$ cat src/rtl/rv_pkg.sv
// Shared definitions for the fetch stage and its consumers.
//   XLEN        data/address width
//   NOP_INSTR   canonical bubble (addi x0,x0,0) placed in IF/ID on reset/flush
//   OP_*        major opcodes (instr[6:0]) decoded downstream
//   fetch_state_e  fetch controller states
package rv_pkg;

  localparam int XLEN = 32;

  localparam logic [31:0] NOP_INSTR = 32'h0000_0013;

  localparam logic [6:0] OP_R      = 7'd51;
  localparam logic [6:0] OP_LOAD   = 7'd3;
  localparam logic [6:0] OP_STORE  = 7'd35;
  localparam logic [6:0] OP_BRANCH = 7'd99;

  typedef enum logic [1:0] {
    IDLE = 2'd0,
    REQ  = 2'd1,
    FULL = 2'd2,
    DROP = 2'd3
  } fetch_state_e;

endpackage

$ cat src/rtl/if_skid_buf.sv
// One-entry holding register for a fetched (pc, instr) pair that arrived while
// decode was stalled.
//   clk, rst          clock / synchronous active-high reset
//   load              capture load_pc/load_instr, mark valid
//   clear             empty the buffer (wins over load)
//   load_pc/instr     data to capture
//   valid, pc, instr  buffer contents
module if_skid_buf #(
  parameter int XLEN = 32
) (
  input  logic            clk,
  input  logic            rst,
  input  logic            load,
  input  logic            clear,
  input  logic [XLEN-1:0] load_pc,
  input  logic [31:0]     load_instr,
  output logic            valid,
  output logic [XLEN-1:0] pc,
  output logic [31:0]     instr
);

  logic            valid_reg;
  logic [XLEN-1:0] pc_reg;
  logic [31:0]     instr_reg;

  always_ff @(posedge clk) begin
    if (rst) begin
      valid_reg <= 1'b0;
      pc_reg    <= '0;
      instr_reg <= '0;
    end else if (clear) begin
      valid_reg <= 1'b0;
    end else if (load) begin
      valid_reg <= 1'b1;
      pc_reg    <= load_pc;
      instr_reg <= load_instr;
    end
  end

  assign valid = valid_reg;
  assign pc    = pc_reg;
  assign instr = instr_reg;

endmodule

$ cat src/rtl/instr_fetch.sv
// Instruction-fetch stage. Owns the PC, issues one outstanding request at a time
// to instruction memory and drives the IF/ID register consumed by decode.
//   clk, rst                   clock / synchronous active-high reset
//   imem_req, imem_addr        request held with stable address until imem_ack
//   imem_ack, imem_rdata       1-cycle completion with data
//   stall                      decode cannot accept; IF/ID holds
//   redirect, redirect_pc      taken branch/jump: flush and refetch
//   id_valid, id_pc, id_instr  IF/ID register
module instr_fetch #(
  parameter int               XLEN      = rv_pkg::XLEN,
  parameter logic [XLEN-1:0]  RESET_PC  = '0,
  parameter logic [31:0]      NOP_INSTR = rv_pkg::NOP_INSTR
) (
  input  logic            clk,
  input  logic            rst,
  output logic            imem_req,
  output logic [XLEN-1:0] imem_addr,
  input  logic            imem_ack,
  input  logic [31:0]     imem_rdata,
  input  logic            stall,
  input  logic            redirect,
  input  logic [XLEN-1:0] redirect_pc,
  output logic            id_valid,
  output logic [XLEN-1:0] id_pc,
  output logic [31:0]     id_instr
);

  import rv_pkg::*;

  fetch_state_e    state_reg, state_next;
  // pc_reg is the next address to request; in DROP it holds the redirect target
  // while imem_addr stays on the abandoned request.
  logic [XLEN-1:0] pc_reg, pc_next;
  logic [XLEN-1:0] addr_reg, addr_next;
  logic            req_reg, req_next;
  logic            id_valid_reg, id_valid_next;
  logic [XLEN-1:0] id_pc_reg, id_pc_next;
  logic [31:0]     id_instr_reg, id_instr_next;

  logic            skid_load, skid_clear, skid_valid;
  logic [XLEN-1:0] skid_pc;
  logic [31:0]     skid_instr;

  logic [XLEN-1:0] redirect_target;
  logic [XLEN-1:0] pc_plus4;
  logic            redirect_lsb_unused;

  assign redirect_target     = {redirect_pc[XLEN-1:2], 2'b00};
  assign pc_plus4            = pc_reg + XLEN'(4);
  assign redirect_lsb_unused = ^redirect_pc[1:0];

  if_skid_buf #(.XLEN(XLEN)) u_skid (
    .clk        (clk),
    .rst        (rst),
    .load       (skid_load),
    .clear      (skid_clear),
    .load_pc    (pc_reg),
    .load_instr (imem_rdata),
    .valid      (skid_valid),
    .pc         (skid_pc),
    .instr      (skid_instr)
  );

  always_ff @(posedge clk) begin
    if (rst) begin
      state_reg    <= IDLE;
      pc_reg       <= RESET_PC;
      addr_reg     <= RESET_PC;
      req_reg      <= 1'b0;
      id_valid_reg <= 1'b0;
      id_pc_reg    <= RESET_PC;
      id_instr_reg <= NOP_INSTR;
    end else begin
      state_reg    <= state_next;
      pc_reg       <= pc_next;
      addr_reg     <= addr_next;
      req_reg      <= req_next;
      id_valid_reg <= id_valid_next;
      id_pc_reg    <= id_pc_next;
      id_instr_reg <= id_instr_next;
    end
  end

  always_comb begin
    state_next    = state_reg;
    pc_next       = pc_reg;
    addr_next     = addr_reg;
    req_next      = req_reg;
    id_valid_next = id_valid_reg;
    id_pc_next    = id_pc_reg;
    id_instr_next = id_instr_reg;
    skid_load     = 1'b0;
    skid_clear    = 1'b0;

    if (redirect) begin
      // Flush beats stall and any ack arriving this cycle.
      id_valid_next = 1'b0;
      id_instr_next = NOP_INSTR;
      skid_clear    = 1'b1;
      pc_next       = redirect_target;
      req_next      = 1'b1;
      if ((state_reg == REQ || state_reg == DROP) && !imem_ack) begin
        // Memory still owes us a word for the old address; keep asking for it
        // so the handshake completes, then discard it.
        state_next = DROP;
      end else begin
        state_next = REQ;
        addr_next  = redirect_target;
      end
    end else begin
      unique case (state_reg)
        IDLE: begin
          state_next = REQ;
          req_next   = 1'b1;
          addr_next  = pc_reg;
        end
        REQ: begin
          if (imem_ack) begin
            pc_next   = pc_plus4;
            addr_next = pc_plus4;
            if (!id_valid_reg || !stall) begin
              id_valid_next = 1'b1;
              id_pc_next    = pc_reg;
              id_instr_next = imem_rdata;
            end else begin
              skid_load  = 1'b1;
              req_next   = 1'b0;
              state_next = FULL;
            end
          end else if (id_valid_reg && !stall) begin
            id_valid_next = 1'b0;
          end
        end
        FULL: begin
          if (!stall && skid_valid) begin
            id_valid_next = 1'b1;
            id_pc_next    = skid_pc;
            id_instr_next = skid_instr;
            skid_clear    = 1'b1;
            state_next    = REQ;
            req_next      = 1'b1;
            addr_next     = pc_reg;
          end
        end
        DROP: begin
          if (id_valid_reg && !stall) begin
            id_valid_next = 1'b0;
          end
          if (imem_ack) begin
            state_next = REQ;
            addr_next  = pc_reg;
          end
        end
        default: begin
          state_next = IDLE;
        end
      endcase
    end
  end

  assign imem_req  = req_reg;
  assign imem_addr = addr_reg;
  assign id_valid  = id_valid_reg;
  assign id_pc     = id_pc_reg;
  assign id_instr  = id_instr_reg;

endmodule

$ cat config.mk
export PLATFORM = sky130hd
export DESIGN_NAME = instr_fetch
export DESIGN_NICKNAME = d
export VERILOG_FILES = /design/src/rtl/rv_pkg.sv /design/src/rtl/if_skid_buf.sv /design/src/rtl/instr_fetch.sv
export SDC_FILE = /design/constraint.sdc
export NUM_CORES = 1
export LEC_CHECK = 0
export CAP_MARGIN = 10
export CELL_PAD_IN_SITES_DETAIL_PLACEMENT = 0
export CELL_PAD_IN_SITES_GLOBAL_PLACEMENT = 2
export CORE_AREA = 2 2 166 168
export CTS_BUF_LIST = sky130_fd_sc_hd__clkbuf_4
export DETAILED_ROUTE_END_ITERATION = 7
export DIE_AREA = 0 0 168 170
export PLACE_DENSITY_LB_ADDON = 0.1
export SYNTH_ARGS = -nofsm -noshare
export SYNTH_HDL_FRONTEND = slang
export SYNTH_SLANG_ARGS = --single-unit
$ cat constraint.sdc
create_clock -name clk -period 6.5 [get_ports clk]
set_clock_uncertainty 0.2 [all_clocks]
set_input_delay 1.3 -clock clk [delete_from_list [all_inputs] [get_ports clk]]
set_output_delay 1.3 -clock clk [all_outputs]
set_load 0.05 [all_outputs]
==> results.md, run 1 <==
* Synth area leaders: dfxtp_1 (44%), nand2_1 (13%), a311oi_1 (6.2%)
* Hold path startpoint: u_skid.pc[15]
* Die width at roughly 170 um
* Worst Tran Pin Value at 1090 ps
* WL per Instance at 17.9 um
* Distinct cell type count after synthesis at 61
* Ys Warns at 0
* Synth Instances at 1140
* Top cells by count, synth: nand2_1 (303), dfxtp_1 (189), nor2_1 (108)
* CP required at 6810 ps
* GP Congestion at 0.807
* Initial antenna violation count at 1
* First-pass GRT wire length at 44200 um
* Boundary Pins at roughly 170
* Clock Latency Late Sink at 590 ps
* Worst path depth at 7
* Metal3 WL at 972 um
* Top Metal Used: met4
* Ys flop type: dfxtp_1
* CTS tree: yes
* Vias in the first global route at 7620
* Fraction of layout cells with a size suffix above 1 at 0.0566
* Routed Antenna Nets at 0
* Most used cell, CP: nand2_1
* Sequential area share after synthesis at 0.436
* Async S/R FF share, synth at 0
* Power per cell area at 224 nW/um2
* Pwr Total at 2400 uW
* CP max-delay cell: nor2_4
* Status: completed
* Crit path from: imem_ack
* Sw Share at 0.340
* Leading area contributor after synthesis: dfxtp_1
* R2R cell count at 7
* Post-Route WL at 28200 um
* Pre-Repair DR Iteration Count at 5
* Clk buf depth at 2
* Worst hold stages at 2
* Power share of the sequential group at 0.529
* Critical path arrival at 4040 ps
* Crit-path cells: clkdlybuf4s50_1 -> and3b_1 -> nand2_1 -> nor2_4 -> buf_4 -> nand2_1 -> a21oi_1
* Critical path peak fanout at 39
* Syn Std Cell Area at 8670 um2
* DR vias at 8049
* DR iter-0 viols at 482
* Post-Route Setup TNS at 0 ps
* Worst vdd ir at 110 uV
* Area growth syn-to-layout at 23.4%
* Worst relative slew slack at 0.273
* Crit end category: register
* Input/output buffers at 160
* Clock-pin slew on the worst setup and hold paths at approximately 180 ps
* Die area at 28600 um2
* Vias/cell at 5.10
* Final net count at 1294
* Flops & latches, synth at 189
* Dpl hpwl at between 15000 and 20000 um
* Maxcap violations at 0
* Root Buffer: clkbuf_4
* FF-to-FF Start: state_reg[0]
* Combinational share of power at 0.179
* Initial core utilization at 0.325
* Met2 routed WL at 12500 um
* Yosys top cell area share at 0.436
* Placement row count at 60
* Final number of setup-violating endpoints at 0
* Leakage power total at approximately 0.0035 uW
* Final period utilization at 0.573
* Core Region at 26700 um2
* CP Class: in2reg
* DRC at 0
* Mean Syn Cell Area at approximately 7.6 um2
* GRT overflow at 0
* # hold bufs at CTS at 0
* PostCTS Resize Cnt at 0
* Switching power at 816 uW
* Tmin final at 3720 ps
* Most instantiated library cell after synthesis: nand2_1
* CP bufs+invs at 2
* EDFF count, synth at 0
* Total global routing track utilization at 0.197
* TritonCTS Buffers at 17
* Largest net degree at the start of global routing at 68
* Critical Path Max Stage Delay at 830 ps
* Fin. max-slew vios at 0
* Setup Fix Bufs, Post-CTS at 0
* Worst hold path type: reg2reg
* Clock share of power at 0.292
* Metal-1 WL at 14500 um
* RSZ-0062 raised after global routing: false
* Family with the most delay on the worst path: simple AND/OR/NAND/NOR gates
* Internal at 1580 uW
* Nature of the critical path startpoint: primary input
* H-tree levels at 4
* Die height at 170 um
* Sink Count at roughly 190
* Hold Violations, Final at 0
* Fmax at 0.269 GHz
## stage by stage
stage / cells / hold slack, ps / area, um2 / utilization / setup slack, ps
global placement: 1546 / 243 / 10400 / 0.390 / 2160
finish: 1579 / 263 / 10700 / 0.401 / 2780
detailed placement: 1546 / 247 / 10400 / 0.390 / 2150
global route: 1579 / 281 / 10700 / 0.401 / 2710
floorplan: 1143 / 237 / 8680 / - / 3720
CTS: 1578 / 260 / 10700 / 0.401 / 2790
## worst reg2reg max path: cells and delay by family, from the launching register on
family                 cells  cell delay, ps
buffers and inverters      2            1000
AND/OR/NAND/NOR            2             890
AO/OA/AOI/OAI              3             840
flip-flops                 1             550
## cells in the final DEF (no fill, tap or decap), types with 18 or more instances in the layout
cell / Yosys / routed
nand2_1: 303 / 303
dfxtp_1: 189 / 189
clkdlybuf4s50_1: 0 / 158
nor2_1: 108 / 107
a21oi_1: 99 / 99
a311oi_1: 61 / 61
o21ai_0: 33 / 33
nand3_1: 32 / 31
xor2_1: 26 / 26
a211oi_1: 22 / 22
xnor2_1: 18 / 18
clkbuf_4: 0 / 18
## logic make-up (layout without fill, tap and decap cells)
| group | Yosys count | in the layout | share of synthesized area |
|---|---|---|---|
| simple gates | 524 | 524 | 0.260 |
| xor+xnor | 44 | 44 | 0.0445 |
| fa+ha+maj | 1 | 1 | 0.00144 |
| buf+inv | 118 | 212 | 0.0570 |
| flops | 189 | 189 | 0.436 |
| other cells | 1 | 5 | 0.000433 |
| mux | 2 | 2 | 0.00245 |
| compound gates | 261 | 261 | 0.198 |
## metal layers
layer,vias up,track usage
met5,-,0
met4,0,0.0374
met3,14,0.0314
met2,159,0.308
met1,3785,0.287
li1,4091,-
## final cells by class
| type | count | area [um2] |
|---|---|---|
| sequential | 189 | 3780 |
| clock inverter | 14 | 169 |
| clock buffer | 18 | 135 |
| antenna | 1 | 2.50 |
| inverter | 4 | 15.0 |
| tap | 341 | 427 |
| fill | 2820 | 16000 |
| multi-input combinational | 836 | 4450 |
| timing repair buffer | 176 | 1710 |
## final timing paths
| path | end | slack [ps] |
|---|---|---|
| worst max-delay path | u_skid.instr[1] | 2780 |
| worst min-delay path | id_pc[15] | 260 |
| worst max register to register | imem_addr[25] | 2970 |
| worst min register to register | id_pc[15] | 260 |
## power groups by stage
stage	Sequential (uW)	Clock, uW	Combinational, uW
after floorplan	1370	0	186
after global placement	1290	0	432
after detailed placement	1290	0	432
after CTS	1270	732	434
after global routing	1280	776	462
final	1270	700	430
Note: power is estimated with default switching activity, not from simulation.
==> inputs of run 2 (changes only) <==
Settings changed: CORE_AREA 2 2 166 168 to 2 2 171 173, DIE_AREA 0 0 168 170 to 0 0 173 175.
Clock period 6.5 ns to 3.9 ns, I/O delays scaled along.
==> run 2 against run 1 <==
Final cell count increased by 3.5%. Critical path depth shrank 6. Power up 69%. Count of clock-buffer cells in the layout did not move. Combinational power rose by 71%. Clock power is 71% higher. Worst setup slack worse by 1700 ps. Highest routed layer unchanged. Global-route usage decreased by 0.68 points.
==> results.md, run 2 (synthesis results as in run 1) <==
* Pwr Total at 4050 uW (+69%)
* Metal-1 WL at 14700 um (+1.4%)
* Power per cell area at 372 nW/um2 (+66%)
* Final Non-Filler Cells at 1635 (+3.5%)
* CP max-delay cell: clkdlybuf4s50_1
* Clk buf depth at 2 (unchanged)
* CP required at 2920 ps (-3890 ps)
* Die area at 30300 um2 (+6.0%)
* Placed cell count at 1601 (+3.6%)
* Post-Route WL at 29200 um (+3.5%)
* Top Metal Used: met4
* Dpl hpwl at 19100 um (+3.8%)
* Most used cells in the layout excluding fill and tap cells: nand2_1 (303), dfxtp_1 (189), clkdlybuf4s50_1 (158), nor2_1 (107), a21oi_1 (99)
* Vias/cell at 4.93 (-3.2%)
* Leakage power total at 0.00354 uW (+2.2%)
* Area after DPL at 10600 um2 (+1.6%)
* DP Worst Slack at 799 ps (-1350 ps)
* Critical path peak fanout at 2 (-95%)
* CP Class: reg2out
* Hold Violations, Final at 0 (unchanged)
* Post-Route Setup TNS at 0 ps (unchanged)
* Worst hold path type: reg2reg
* Die width at 173 um (+3.0%)
* GRT overflow at 0 (unchanged)
* RSZ-0062 raised after global routing: false
* Input/output buffers at 160 (unchanged)
* Worst relative slew slack at 0.401 (+0.129)
* # hold bufs at CTS at 0 (unchanged)
* Sink Count at 189 (unchanged)
* Setup WS post-layout at 1080 ps (-1690 ps)
* Critical path arrival at 1840 ps (-2200 ps)
* Hold path startpoint: u_skid.pc[16]
* Vias in the first global route at 7683 (+0.83%)
* Pre-Repair DR Iteration Count at 5 (unchanged)
* Maxcap violations at 0 (unchanged)
* FF-to-FF Start: pc_reg[2]
* Die height at 175 um (+2.9%)
* Family with the most delay on the worst path: buffers and inverters
* Largest net degree at the start of global routing at 65 (-4.4%)
* Met2 routed WL at 12900 um (+2.9%)
* Fin. max-slew vios at 0 (unchanged)
* Crit path from: id_pc[9]
* Clock Latency Late Sink at 600 ps (about the same)
* Crit-path cells: clkdlybuf4s50_1
* Fmax at roughly 0.35 GHz
* Critical Path Max Stage Delay at 830 ps (about the same)
* DR vias at 8068 (+0.24%)
* Nature of the critical path startpoint: register
* Root Buffer: clkbuf_4
* Tmin final at 2820 ps
* Fraction of layout cells with a size suffix above 1 at 0.0657 (+0.00906)
* First-pass GRT wire length at 45200 um (+2.3%)
* Final net count at 1306 (+0.93%)
* Crit end category: primary output
* CP bufs+invs at 1 (-1)
* Placement row count at 62 (+3.3%)
* Boundary Pins at 167 (unchanged)
* Area growth syn-to-layout at 25.4%
* GP Congestion at 0.783 (-3.0%)
* Worst vdd ir at 135 uV (+23%)
* H-tree levels at 4 (unchanged)
* Final number of setup-violating endpoints at 0 (unchanged)
* Core Region at 28400 um2 (+6.5%)
* TritonCTS Buffers at 17 (unchanged)
* Initial antenna violation count at 2 (+1)
* CTS tree: yes
* WL per Instance at 17.9 um (about the same)
* DRC at 0 (unchanged)
* Metal3 WL at 1210 um (+25%)
* Commonest non-fill, non-tap cell in the layout: nand2_1
* Worst Tran Pin Value at 891 ps (-201 ps)
* Design area at 10900 um2 (+1.7%)
* Status: completed
* DR iter-0 viols at 508 (+5.4%)
* PostCTS Resize Cnt at 0 (unchanged)
* Final period utilization at 0.723
* Total global routing track utilization at 0.190 (-0.00679)
* Setup Fix Bufs, Post-CTS at 0 (unchanged)
* Routed Antenna Nets at 0 (unchanged)
* Initial core utilization at 0.305 (-0.0200)
* Clock-pin slew on the worst setup and hold paths at 180 ps (about the same)
[run 2: worst paths after layout]
check        slack (ps)  cells after the start            end
min reg2reg         260                      2      id_pc[16]
min                 260                      2      id_pc[16]
max                1080                      1       id_pc[9]
max reg2reg        1110                      6  imem_addr[14]
[run 2: layer usage]
layer  GRT usage  up-vias
li1            -     4128
met1       0.275     3727
met2       0.292      188
met3      0.0315       25
met4      0.0480        0
met5           0        -
[run 2: cell type report]
type	count	area [um2]
antenna	2	5.00
clock buffer	18	135
clock inverter	14	176
fill	3076	17500
inverter	4	15.0
multi-input combinational	836	4450
sequential	189	3780
tap	384	480
timing repair buffer	188	1830
[run 2: per-stage QoR]
stage | hold slack [ps] | utilization
final | 259 | 0.383
after global routing | 268 | 0.383
after CTS | 263 | 0.383
after detailed placement | 244 | 0.372
after global placement | 243 | 0.372
after floorplan | 237 | -
[run 2: power by group]
| part | internal (uW) | leakage, uW | switching (uW) |
|---|---|---|---|
| clock | 416 | 0.000170 | 785 |
| combinational | 270 | 0.00182 | 466 |
| sequential | 2010 | 0.00154 | 98.9 |
| total | 2700 | 0.00354 | 1350 |
==> inputs of run 3 (changes only) <==
Settings changed: CORE_AREA 2 2 171 173 to 2 2 179 181, DIE_AREA 0 0 173 175 to 0 0 181 183.
Clock period 3.9 ns to 2.4 ns, I/O delays scaled along.
==> run 3 against run 2 <==
Combinational power increased by 78%. Non-clock buffer count increased by 70. Register-to-register slack got worse by 930 ps. Routed wire length increased by 5.4%. Critical endpoint is now imem_addr[18]. Largest power group unchanged.
==> results.md, run 3 (synthesis results as in run 1) <==
* CP Class: reg2out
* Worst Hold Endpoint: id_instr[0]
* Final period utilization at 0.953
* Fmax at approximately 0.44 GHz
* Dpl hpwl at 21100 um (+10%)
* Power per cell area at 570 nW/um2 (+53%)
* CP required at 1720 ps (-1200 ps)
* TritonCTS Buffers at 17 (unchanged)
* Post-Route Utilization at 0.366 (-0.0174)
* Fin. max-slew vios at 0 (unchanged)
* Worst R2R Setup Slack at 180 ps (-930 ps)
* Clock Latency Late Sink at 610 ps (about the same)
* Family with the most delay on the worst path: buffers and inverters
* Nature of the critical path startpoint: register
* Critical path peak fanout at 2 (unchanged)
* Clock-pin slew on the worst setup and hold paths at 190 ps (about the same)
* Hold path startpoint: redirect
* Final net count at 1376 (+5.4%)
* Leakage power total at 0.00427 uW (+21%)
* DRC at 0 (unchanged)
* Input/output buffers at 160 (unchanged)
* Hold Violations, Final at 0 (unchanged)
* Total global routing track utilization at 0.186 (-0.00395)
* Maxcap violations at 0 (unchanged)
* Sink Count at 189 (unchanged)
* CP bufs+invs at 1 (unchanged)
* Most used cells in the layout excluding fill and tap cells: nand2_1 (303), dfxtp_1 (189), nor2_1 (107), a21oi_1 (99), dlygate4sd2_1 (94)
* Crit end category: primary output
* FF-to-FF Start: pc_reg[3]
* Boundary Pins at 167 (unchanged)
* Die height at 183 um (+4.6%)
* RR Endpoint: imem_addr[27]
* Fraction of layout cells with a size suffix above 1 at 0.115 (+0.0489)
* Pre-Repair DR Iteration Count at 5 (unchanged)
* Crit-path cells: dlygate4sd2_1
* Critical Path Max Stage Delay at 550 ps (-280 ps)
* CTS tree: yes
* Post-Route WL at 30800 um (+5.4%)
* Initial core utilization at 0.278 (-0.0277)
* DR iter-0 viols at 451 (-11%)
* CP max-delay cell: dlygate4sd2_1
* Die width at 181 um (+4.6%)
* WL per Instance at 17.9 um (+0.13%)
* Initial antenna violation count at 1 (-1)
* Tmin final at roughly 2300 ps
* H-tree levels at 4 (unchanged)
* RSZ-0062 raised after global routing: false
* Placement row count at 65 (+4.8%)
* WHS at 140 ps (-119 ps)
* Largest net degree at the start of global routing at 72 (+11%)
* GP Congestion at 0.785 (+0.32%)
* Root Buffer: clkbuf_4
* Vias in the first global route at 8077 (+5.1%)
* DR vias at 8368 (+3.7%)
* Critical path arrival at 1610 ps (-230 ps)
* Core Region at 31200 um2 (+10%)
* Worst hold path type: in2reg
* GRT overflow at 0 (unchanged)
* Die area at 33100 um2 (+9.4%)
* R2R cell count at 5 (-1)
* Vias/cell at 4.86 (-1.5%)
* Area growth syn-to-layout at 31.7%
* Status: completed
* Worst Tran Pin Value at 608 ps (-283 ps)
* Clk buf depth at 2 (unchanged)
* Worst hold stages at 3 (+1)
* Final number of setup-violating endpoints at 0 (unchanged)
* First-pass GRT wire length at 47900 um (+5.9%)
* Worst vdd ir at 242 uV (+79%)
* Fillers at 3367 (+9.5%)
* Routed Antenna Nets at 0 (unchanged)
* Commonest non-fill, non-tap cell in the layout: nand2_1
* Worst relative slew slack at 0.595 (+0.193)
## run 3: cell types whose count changed in the layout (fill, tap and decap cells not counted), moves of 2 or more
cell and change:
buf_12 +11, buf_4 +58, clkdlybuf4s50_1 -94, clkinvlp_4 +2, dlygate4sd2_1 +94, inv_8 -3
## run 3: repair_timing
item,in CTS,in global routing
endpoints found under the setup margin,94,1
hold endpoints to repair,8,0
gates resized for setup,94,2
hold buffers,1,0
setup buffers,0,0
## run 3: worst max path at each step
stage,start,to,slack (ps),depth (start not counted)
floorplan,pc_reg[3],imem_addr[28],300,6
global placement,imem_ack,pc_reg[31],-130,8
detailed placement,imem_ack,id_pc[20],-140,8
CTS,imem_addr[18],imem_addr[18],60,1
global route,pc_reg[7],pc_reg[24],7,6
finish,imem_addr[18],imem_addr[18],110,1
## run 3: power breakdown
part | internal, uW | switching (uW)
combinational | 462 | 846
sequential | 3270 | 99.5
clock | 630 | 1200
total | 4360 | 2150
## run 3: worst register-to-register path: stages (launching register included)
cell     delay [ps]
dfxtp_1         470
nand3_1         220
or3_1           450
or4_1           420
a21oi_1         200
o221a_1         200
## run 3: per-layer routing
layer  vias to the layer above  GRT usage  routed length (um)
met5                         -          0                   0
met2                       170      0.297               13900
met3                        18     0.0266                1020
met1                      3914      0.267               15600
met4                         0     0.0403                 322
li1                       4266          -                   -
## run 3: cell type report
class                      count  area, um2  area share
antenna                        1       2.50    0.000219
tap                          402        503      0.0441
clock buffer                  18        135      0.0118
timing repair buffer         258       2380       0.208
sequential                   189       3780       0.331
inverter                       4       15.0     0.00132
multi-input combinational    836       4460       0.391
clock inverter                13        141      0.0124
## run 3: per-stage QoR
stage	total power (uW)	worst slack (ps)	instance area [um2]	std cells	setup TNS (ps)
2_1_floorplan	4210	305	8680	1143	0
3_3_place_gp	4820	-128	11200	1688	-3220
3_5_place_dp	4820	-138	11200	1688	-4920
4_1_cts	6620	57.2	11400	1720	0
5_1_grt	6840	7.22	11400	1721	0
6_report	6510	113	11400	1721	0
